## config.mk

```make
export PLATFORM = sky130hd
export DESIGN_NAME = uart_mem_bridge_flat
export DESIGN_NICKNAME = d
export VERILOG_FILES = /design/src/rtl/uart_mem_bridge_pkg.sv /design/src/rtl/uart_mem_bridge_if.sv /design/src/rtl/uart_bridge_tx.sv /design/src/rtl/uart_mem_bridge.sv /design/src/flat_wrapper.sv
export SDC_FILE = /design/constraint.sdc
export NUM_CORES = 1
export LEC_CHECK = 0
export BUFFER_PORTS_ARGS = -buffer_cell sky130_fd_sc_hd__buf_4
export CORE_MARGIN = 4
export CORE_UTILIZATION = 50
export DETAILED_ROUTE_END_ITERATION = 10
export PLACE_DENSITY_LB_ADDON = 0.12
export SLEW_MARGIN = 15
export SYNTH_ARGS = -nofsm -noshare
export SYNTH_HDL_FRONTEND = slang
export SYNTH_SLANG_ARGS = --single-unit
```

## constraint.sdc

```tcl
create_clock -name clk -period 1.86 [get_ports clk]
set_input_delay 0 -clock clk [delete_from_list [all_inputs] [get_ports clk]]
set_output_delay 0 -clock clk [all_outputs]
set_load 0.1 [all_outputs]
```

## src/rtl/uart_mem_bridge_pkg.sv

```systemverilog
// Shared opcodes, reply bytes, FSM state types and sizing helper for the UART memory bridge.
package uart_mem_bridge_pkg;

    localparam int unsigned TIMEOUT_DEFAULT = 16000;
    localparam logic [7:0]  CMD_READ_DEF    = 8'h52;
    localparam logic [7:0]  CMD_WRITE_DEF   = 8'h57;
    localparam logic [7:0]  ACK_BYTE_DEF    = 8'h4B;
    localparam logic [7:0]  NAK_BYTE_DEF    = 8'h3F;

    typedef enum logic [3:0] {
        ST_IDLE,
        ST_ADR2,
        ST_ADR1,
        ST_ADR0,
        ST_DAT1,
        ST_DAT0,
        ST_MREQ,
        ST_MREL,
        ST_TX
    } bridge_state_t;

    typedef enum logic [1:0] {
        TXS_IDLE,
        TXS_WAIT,
        TXS_GAP,
        TXS_DRAIN
    } tx_state_t;

    // A disabled timeout (0 cycles) still needs a 1-bit counter to keep widths legal.
    function automatic int unsigned cnt_width(input int unsigned cycles);
        return (cycles == 0) ? 1 : $clog2(cycles + 1);
    endfunction

endpackage

```

## src/rtl/uart_mem_bridge_if.sv

```systemverilog
// UART byte stream and port-1 memory handshake seen by the bridge.
interface uart_mem_bridge_if;

    logic        rx_new;
    logic [7:0]  rx_data;
    logic        tx_rdy;
    logic        tx_new;
    logic [7:0]  tx_char;
    logic        mem_req;
    logic        mem_ack;
    logic        mem_rw;
    logic [19:0] mem_adr;
    logic [15:0] mem_dtw;
    logic [15:0] mem_dtr;

    modport master (
        input  rx_new, rx_data, tx_rdy, mem_ack, mem_dtr,
        output tx_new, tx_char, mem_req, mem_rw, mem_adr, mem_dtw
    );

    modport slave (
        output rx_new, rx_data, tx_rdy, mem_ack, mem_dtr,
        input  tx_new, tx_char, mem_req, mem_rw, mem_adr, mem_dtw
    );

endinterface

```

## src/rtl/uart_bridge_tx.sv

```systemverilog
// Two-entry reply queue feeding uart_tx through the tx_new/tx_rdy handshake.
module uart_bridge_tx
    import uart_mem_bridge_pkg::*;
(
    input  logic       clk,
    input  logic       rst_n,
    input  logic       load,
    input  logic       two,
    input  logic [7:0] byte_hi,
    input  logic [7:0] byte_lo,
    input  logic       tx_rdy,
    output logic       tx_new,
    output logic [7:0] tx_char,
    output logic       done
);

    tx_state_t  state, state_nxt;
    logic [7:0] q0, q0_nxt;
    logic [7:0] q1, q1_nxt;
    logic       more, more_nxt;
    logic       new_nxt;
    logic [7:0] char_nxt;

    always_ff @(posedge clk or negedge rst_n) begin
        if (!rst_n) begin
            state   <= TXS_IDLE;
            q0      <= '0;
            q1      <= '0;
            more    <= 1'b0;
            tx_new  <= 1'b0;
            tx_char <= '0;
        end else begin
            state   <= state_nxt;
            q0      <= q0_nxt;
            q1      <= q1_nxt;
            more    <= more_nxt;
            tx_new  <= new_nxt;
            tx_char <= char_nxt;
        end
    end

    // The GAP cycle covers the strobe cycle, when uart_tx has not yet dropped tx_rdy.
    always_comb begin
        state_nxt = state;
        q0_nxt    = q0;
        q1_nxt    = q1;
        more_nxt  = more;
        new_nxt   = 1'b0;
        char_nxt  = tx_char;
        done      = 1'b0;
        unique case (state)
            TXS_IDLE: begin
                if (load) begin
                    q0_nxt    = byte_hi;
                    q1_nxt    = byte_lo;
                    more_nxt  = two;
                    state_nxt = TXS_WAIT;
                end
            end
            TXS_WAIT: begin
                if (tx_rdy) begin
                    new_nxt   = 1'b1;
                    char_nxt  = q0;
                    q0_nxt    = q1;
                    state_nxt = TXS_GAP;
                end
            end
            TXS_GAP: begin
                if (more) begin
                    more_nxt  = 1'b0;
                    state_nxt = TXS_WAIT;
                end else begin
                    state_nxt = TXS_DRAIN;
                end
            end
            TXS_DRAIN: begin
                if (tx_rdy) begin
                    done      = 1'b1;
                    state_nxt = TXS_IDLE;
                end
            end
            default: state_nxt = TXS_IDLE;
        endcase
    end

endmodule

```

## src/rtl/uart_mem_bridge.sv

```systemverilog
// UART command parser issuing single 16-bit reads/writes on the IO_SYNC port-1 handshake.
module uart_mem_bridge
    import uart_mem_bridge_pkg::*;
#(
    parameter int unsigned TIMEOUT_CYCLES = TIMEOUT_DEFAULT,
    parameter logic [7:0]  CMD_READ       = CMD_READ_DEF,
    parameter logic [7:0]  CMD_WRITE      = CMD_WRITE_DEF,
    parameter logic [7:0]  ACK_BYTE       = ACK_BYTE_DEF,
    parameter logic [7:0]  NAK_BYTE       = NAK_BYTE_DEF
) (
    input  logic                   clk,
    input  logic                   rst_n,
    uart_mem_bridge_if.master      bus,
    output logic                   busy,
    output logic                   err
);

    localparam int unsigned TW = cnt_width(TIMEOUT_CYCLES);
    localparam logic [TW-1:0] CNT_LAST = TW'((TIMEOUT_CYCLES == 0) ? 0 : TIMEOUT_CYCLES - 1);

    bridge_state_t state, state_nxt;
    logic [TW-1:0] cnt, cnt_nxt;
    logic [19:0]   adr_nxt;
    logic [15:0]   dtw_nxt;
    logic [15:0]   rd_data, rd_nxt;
    logic          rw_nxt;
    logic          err_nxt;
    logic          tx_load, tx_two, tx_done;
    logic [7:0]    tx_hi, tx_lo;

    uart_bridge_tx u_tx (
        .clk     (clk),
        .rst_n   (rst_n),
        .load    (tx_load),
        .two     (tx_two),
        .byte_hi (tx_hi),
        .byte_lo (tx_lo),
        .tx_rdy  (bus.tx_rdy),
        .tx_new  (bus.tx_new),
        .tx_char (bus.tx_char),
        .done    (tx_done)
    );

    always_ff @(posedge clk or negedge rst_n) begin
        if (!rst_n) begin
            state       <= ST_IDLE;
            cnt         <= '0;
            bus.mem_adr <= '0;
            bus.mem_dtw <= '0;
            bus.mem_rw  <= 1'b0;
            bus.mem_req <= 1'b0;
            rd_data     <= '0;
            err         <= 1'b0;
        end else begin
            state       <= state_nxt;
            cnt         <= cnt_nxt;
            bus.mem_adr <= adr_nxt;
            bus.mem_dtw <= dtw_nxt;
            bus.mem_rw  <= rw_nxt;
            bus.mem_req <= (state_nxt == ST_MREQ);
            rd_data     <= rd_nxt;
            err         <= err_nxt;
        end
    end

    assign busy = (state != ST_IDLE);

    always_comb begin
        state_nxt = state;
        cnt_nxt   = cnt;
        adr_nxt   = bus.mem_adr;
        dtw_nxt   = bus.mem_dtw;
        rw_nxt    = bus.mem_rw;
        rd_nxt    = rd_data;
        err_nxt   = 1'b0;
        tx_load   = 1'b0;
        tx_two    = 1'b0;
        tx_hi     = '0;
        tx_lo     = '0;
        unique case (state)
            ST_IDLE: begin
                cnt_nxt = '0;
                if (bus.rx_new) begin
                    if (bus.rx_data == CMD_READ) begin
                        rw_nxt    = 1'b1;
                        state_nxt = ST_ADR2;
                    end else if (bus.rx_data == CMD_WRITE) begin
                        rw_nxt    = 1'b0;
                        state_nxt = ST_ADR2;
                    end else begin
                        tx_load   = 1'b1;
                        tx_hi     = NAK_BYTE;
                        state_nxt = ST_TX;
                    end
                end
            end
            ST_ADR2, ST_ADR1, ST_ADR0, ST_DAT1, ST_DAT0: begin
                // A byte arriving on the expiry cycle takes precedence over the timeout.
                if (bus.rx_new) begin
                    cnt_nxt = '0;
                    unique case (state)
                        ST_ADR2: begin
                            adr_nxt[19:16] = bus.rx_data[3:0];
                            state_nxt      = ST_ADR1;
                        end
                        ST_ADR1: begin
                            adr_nxt[15:8] = bus.rx_data;
                            state_nxt     = ST_ADR0;
                        end
                        ST_ADR0: begin
                            adr_nxt[7:0] = bus.rx_data;
                            state_nxt    = bus.mem_rw ? ST_MREQ : ST_DAT1;
                        end
                        ST_DAT1: begin
                            dtw_nxt[15:8] = bus.rx_data;
                            state_nxt     = ST_DAT0;
                        end
                        default: begin
                            dtw_nxt[7:0] = bus.rx_data;
                            state_nxt    = ST_MREQ;
                        end
                    endcase
                end else if (TIMEOUT_CYCLES != 0 && cnt == CNT_LAST) begin
                    cnt_nxt   = '0;
                    err_nxt   = 1'b1;
                    state_nxt = ST_IDLE;
                end else begin
                    cnt_nxt = cnt + 1'b1;
                end
            end
            ST_MREQ: begin
                err_nxt = bus.rx_new;
                if (bus.mem_ack) begin
                    if (bus.mem_rw) rd_nxt = bus.mem_dtr;
                    state_nxt = ST_MREL;
                end
            end
            ST_MREL: begin
                err_nxt = bus.rx_new;
                if (!bus.mem_ack) begin
                    tx_load   = 1'b1;
                    tx_two    = bus.mem_rw;
                    tx_hi     = bus.mem_rw ? rd_data[15:8] : ACK_BYTE;
                    tx_lo     = rd_data[7:0];
                    state_nxt = ST_TX;
                end
            end
            ST_TX: begin
                err_nxt = bus.rx_new;
                if (tx_done) state_nxt = ST_IDLE;
            end
            default: state_nxt = ST_IDLE;
        endcase
    end

endmodule
```

## src/flat_wrapper.sv

```systemverilog
// flat-port wrapper written by rule: the top's interface ports become plain ports
module uart_mem_bridge_flat import uart_mem_bridge_pkg::*;
#(
    parameter int unsigned TIMEOUT_CYCLES = TIMEOUT_DEFAULT,
    parameter logic [7:0]  CMD_READ       = CMD_READ_DEF,
    parameter logic [7:0]  CMD_WRITE      = CMD_WRITE_DEF,
    parameter logic [7:0]  ACK_BYTE       = ACK_BYTE_DEF,
    parameter logic [7:0]  NAK_BYTE       = NAK_BYTE_DEF
)
  (clk, rst_n, busy, err, bus_rx_new, bus_rx_data, bus_tx_rdy, bus_mem_ack, bus_mem_dtr, bus_tx_new, bus_tx_char, bus_mem_req, bus_mem_rw, bus_mem_adr, bus_mem_dtw);
  uart_mem_bridge_if bus_i ();
  input  logic clk;
  input  logic rst_n;
  output logic busy;
  output logic err;
  input wire logic [$bits(bus_i.rx_new)-1:0] bus_rx_new;
  input wire logic [$bits(bus_i.rx_data)-1:0] bus_rx_data;
  input wire logic [$bits(bus_i.tx_rdy)-1:0] bus_tx_rdy;
  input wire logic [$bits(bus_i.mem_ack)-1:0] bus_mem_ack;
  input wire logic [$bits(bus_i.mem_dtr)-1:0] bus_mem_dtr;
  output wire logic [$bits(bus_i.tx_new)-1:0] bus_tx_new;
  output wire logic [$bits(bus_i.tx_char)-1:0] bus_tx_char;
  output wire logic [$bits(bus_i.mem_req)-1:0] bus_mem_req;
  output wire logic [$bits(bus_i.mem_rw)-1:0] bus_mem_rw;
  output wire logic [$bits(bus_i.mem_adr)-1:0] bus_mem_adr;
  output wire logic [$bits(bus_i.mem_dtw)-1:0] bus_mem_dtw;
  assign bus_i.rx_new = bus_rx_new;
  assign bus_i.rx_data = bus_rx_data;
  assign bus_i.tx_rdy = bus_tx_rdy;
  assign bus_i.mem_ack = bus_mem_ack;
  assign bus_i.mem_dtr = bus_mem_dtr;
  assign bus_tx_new = bus_i.tx_new;
  assign bus_tx_char = bus_i.tx_char;
  assign bus_mem_req = bus_i.mem_req;
  assign bus_mem_rw = bus_i.mem_rw;
  assign bus_mem_adr = bus_i.mem_adr;
  assign bus_mem_dtw = bus_i.mem_dtw;
  uart_mem_bridge #(.TIMEOUT_CYCLES(TIMEOUT_CYCLES), .CMD_READ(CMD_READ), .CMD_WRITE(CMD_WRITE), .ACK_BYTE(ACK_BYTE), .NAK_BYTE(NAK_BYTE)) u_core (.clk(clk), .rst_n(rst_n), .bus(bus_i), .busy(busy), .err(err));
endmodule
```

==> qor.csv <==
stage;metric;value;unit
outcome;outcome;finished, violations left;
outcome;failing checks;setup timing;
clocking;Post-CTS Setup Bufs;0;
die;num rows;34;
detailed_routing;DRT Pass-1 Iters;5;
timing;RSZ-0062 raised after global routing;true;
flow_run;max-cap violations;0;
global_routing;initial antenna violation count;0;
die;core footprint;8640;µm²
yosys;Synth top area share;0.573;
yosys;sequential fraction of the synthesis area;0.573;
clocking;clk root buf;clkbuf_8;
yosys;YS warnings;0;
setup_path;CP Max Fanout;4;
detailed_routing;via total after detailed routing;3453;
timing;fmax;0.503;GHz
detailed_routing;Wirelength per Cell;15.7;µm
setup_path;CP max stage delay;0.57;ns
die;die footprint;10400;µm²
global_routing;vias in the first global route;3404;
setup_path;Setup Crit Path Kind;register to register;
detailed_routing;DR vias/cell;5.33;
setup_path;Crit. End Element;register;
timing;worst hold slack;0.0632;ns
yosys;most frequent cell after synthesis;dfrtp_1;
worst_hold_path;hold crit path type;primary input to register;
global_routing;first-pass GRT wire length;16800;µm
clocking;Clock Path Buffers;2;
die;DIE WIDTH;102;µm
place;DP HPWL;7110;µm
global_routing;largest net degree at the start of global routing;102;
final_layout;final cell count without fillers;648;
clocking;CTS tree;yes;
yosys;Synth Area per Inst;11.3;µm²
yosys;fraction of registers with async set/reset;1.00;
place;number of instances in the placed design;605;
detailed_routing;drt initial violations;218;
final_layout;antenna diode instance count;0;
detailed_routing;Post-DRT Antenna Nets;0;
setup_path;CP bufs+invs;0;
timing;clk_skew;0.0104;ns
timing;post-route minimum period;1.99;ns
yosys;top_reg_cell synth;dfrtp_1;
clocking;H-tree levels;3;
final_layout;layout cells sized above 1;0.370;
global_routing;GRT Overall Usage;0.206;
setup_path;startpoint types;register;
setup_path;slowest stage cell, crit path;or4_4;
yosys;syn nets;419;
yosys;Post-synth EDFFs;0;
setup_path;Worst Path Required;2.10;ns
timing;Slew headroom;0.629;
final_layout;nets@finish;565;
global_routing;gr ovfl total;0;
yosys;synth top area cells;dfrtp_1, mux2_2, o21ai_0;
die;# IOs;78;
timing;final worst slack;-0.128;ns
die;Die H;102;µm
clocking;clk sinks;101;
setup_path;delay-heaviest family, CP;simple AND/OR/NAND/NOR gates;
detailed_routing;Detailed Route WL;10200;µm
final_layout;utilization after layout;0.693;
timing;Slew @ Worst Pin;0.556;ns
timing;Tcrit/Tclk final;1.07;
place;Placer Congestion;0.828;
timing;Final Hold Violating Endpoints;0;
clocking;latest clock arrival within the worst-skew pair;0.35;ns
yosys;Yosys top cell by area;dfrtp_1;
yosys;synth cell count leaders;dfrtp_1, mux2_2, o21ai_0;
detailed_routing;DRC;0;
final_layout;Area growth syn-to-layout;35.6;%
yosys;Mapped Cells;389;
setup_path;Worst EP arrival;2.23;ns
die;Initial Utilization;0.511;
clocking;clock transition at the registers of the reported paths;0.09;ns
timing;fin. max-slew vios;0;
timing;setup_tns;-0.264;ns
yosys;mapped cell area;4410;µm²
timing;final setup fails;9;
yosys;Synth Register Bits;101;
setup_path;CP Cell Sequence;ha_2, nand4_1, or4_4, nor3b_1, a221o_1, and3b_1;
clocking;CTS Buf Count;9;
place;Port Buffer Count;77;
yosys;Unique masters post-synth;46;
==> layer usage <==
| metal | up-vias | share of wire | global-route usage |
|---|---|---|---|
| li1 | 1693 | - | - |
| met1 | 1683 | 0.46 | 0.285 |
| met2 | 71 | 0.49 | 0.330 |
| met3 | 6 | 0.051 | 0.0519 |
| met4 | 0 | 0.0063 | 0.0474 |
| met5 | - | 0 | 0 |
==> layout by cell type, fill, tap and decap left out, types with 8 or more instances in the layout <==
cell type      synthesis  layout
a21oi_1               14      14
a22o_1                 9       9
a31oi_1                8       8
and3_1                10      10
buf_4                  2     119
clkbuf_8               0      10
dfrtp_1              101     100
dlygate4sd3_1          0      27
inv_1                 22      22
mux2_2                51      51
nand2_1               34      34
nand3_1               13      13
nor2_1                11      11
nor3_1                10      10
o21ai_0               40      39
==> layout make-up <==
type	instances	area, µm²
Fill cell	644	2650
Sequential cell	101	2530
Multi-Input combinational cell	251	1740
Timing Repair Buffer	150	1240
Clock buffer	11	141
Tap cell	108	135
Clock inverter	5	108
Inverter	22	82.6
==> worst min-delay path: stages <==
cell and delay, ns:
buf_4 0.13, a31oi_1 0.13, a22oi_1 0.11
==> sequential cells by signal (all words and copies together) (netlist names) <==
name                 flops
u_core.bus.mem_dtw      16
u_core.u_tx.state        2
u_core.bus.mem_adr      20
u_core.u_tx.tx_new       1
u_core.err               1
u_core.cnt              14
u_core.bus.mem_req       1
u_core.bus.mem_rw        1
u_core.u_tx.q1           8
u_core.state             4
u_core.u_tx.q0           8
u_core.u_tx.more         1
u_core.u_tx.tx_char      8
u_core.rd_data          16
==> logic make-up (layout without fill, tap and decap cells) <==
| family | Yosys count | in the layout | share of synthesized area |
|---|---|---|---|
| compound gates | 91 | 91 | 0.130 |
| mux | 52 | 52 | 0.132 |
| buf+inv | 37 | 188 | 0.0346 |
| fa+ha+maj | 1 | 1 | 0.00283 |
| flops | 101 | 101 | 0.573 |
| xor+xnor | 3 | 3 | 0.00596 |
| simple gates | 104 | 104 | 0.122 |
==> final timing paths <==
path	start	end	slack, ns	cells after the start
worst max-delay path	u_core.cnt[0]	u_core.bus.mem_req	-0.13	6
max in group asynchronous	rst_n	u_core.bus.mem_rw	1.18	3
worst max register to register	u_core.cnt[0]	u_core.bus.mem_req	-0.13	6
min in group asynchronous	rst_n	u_core.cnt[3]	0.21	3
worst min register to register	u_core.u_tx.tx_char[5]	u_core.u_tx.tx_char[5]	0.49	2
worst min-delay path	bus_mem_ack	u_core.state[0]	0.06	3
==> per-stage QoR <==
stage	area, µm²	setup WS (ns)
5_1_grt	5980	-0.255
3_3_place_gp	5460	-0.0671
4_1_cts	5980	-0.148
3_5_place_dp	5460	-0.147
6_report	5980	-0.128
2_1_floorplan	4420	-0.114
==> what timing repair did <==
item / in CTS / in global routing
hold endpoints to repair: 156 / 0
gates cloned: 0 / 0
gates resized for setup: 1 / 3
pin swaps: 1 / 0
endpoints found under the setup margin: 11 / 40
hold buffers: 27 / 0
Power is not shown: default switching activity piles up to over one toggle a cycle in this logic, so the estimate is an artifact.
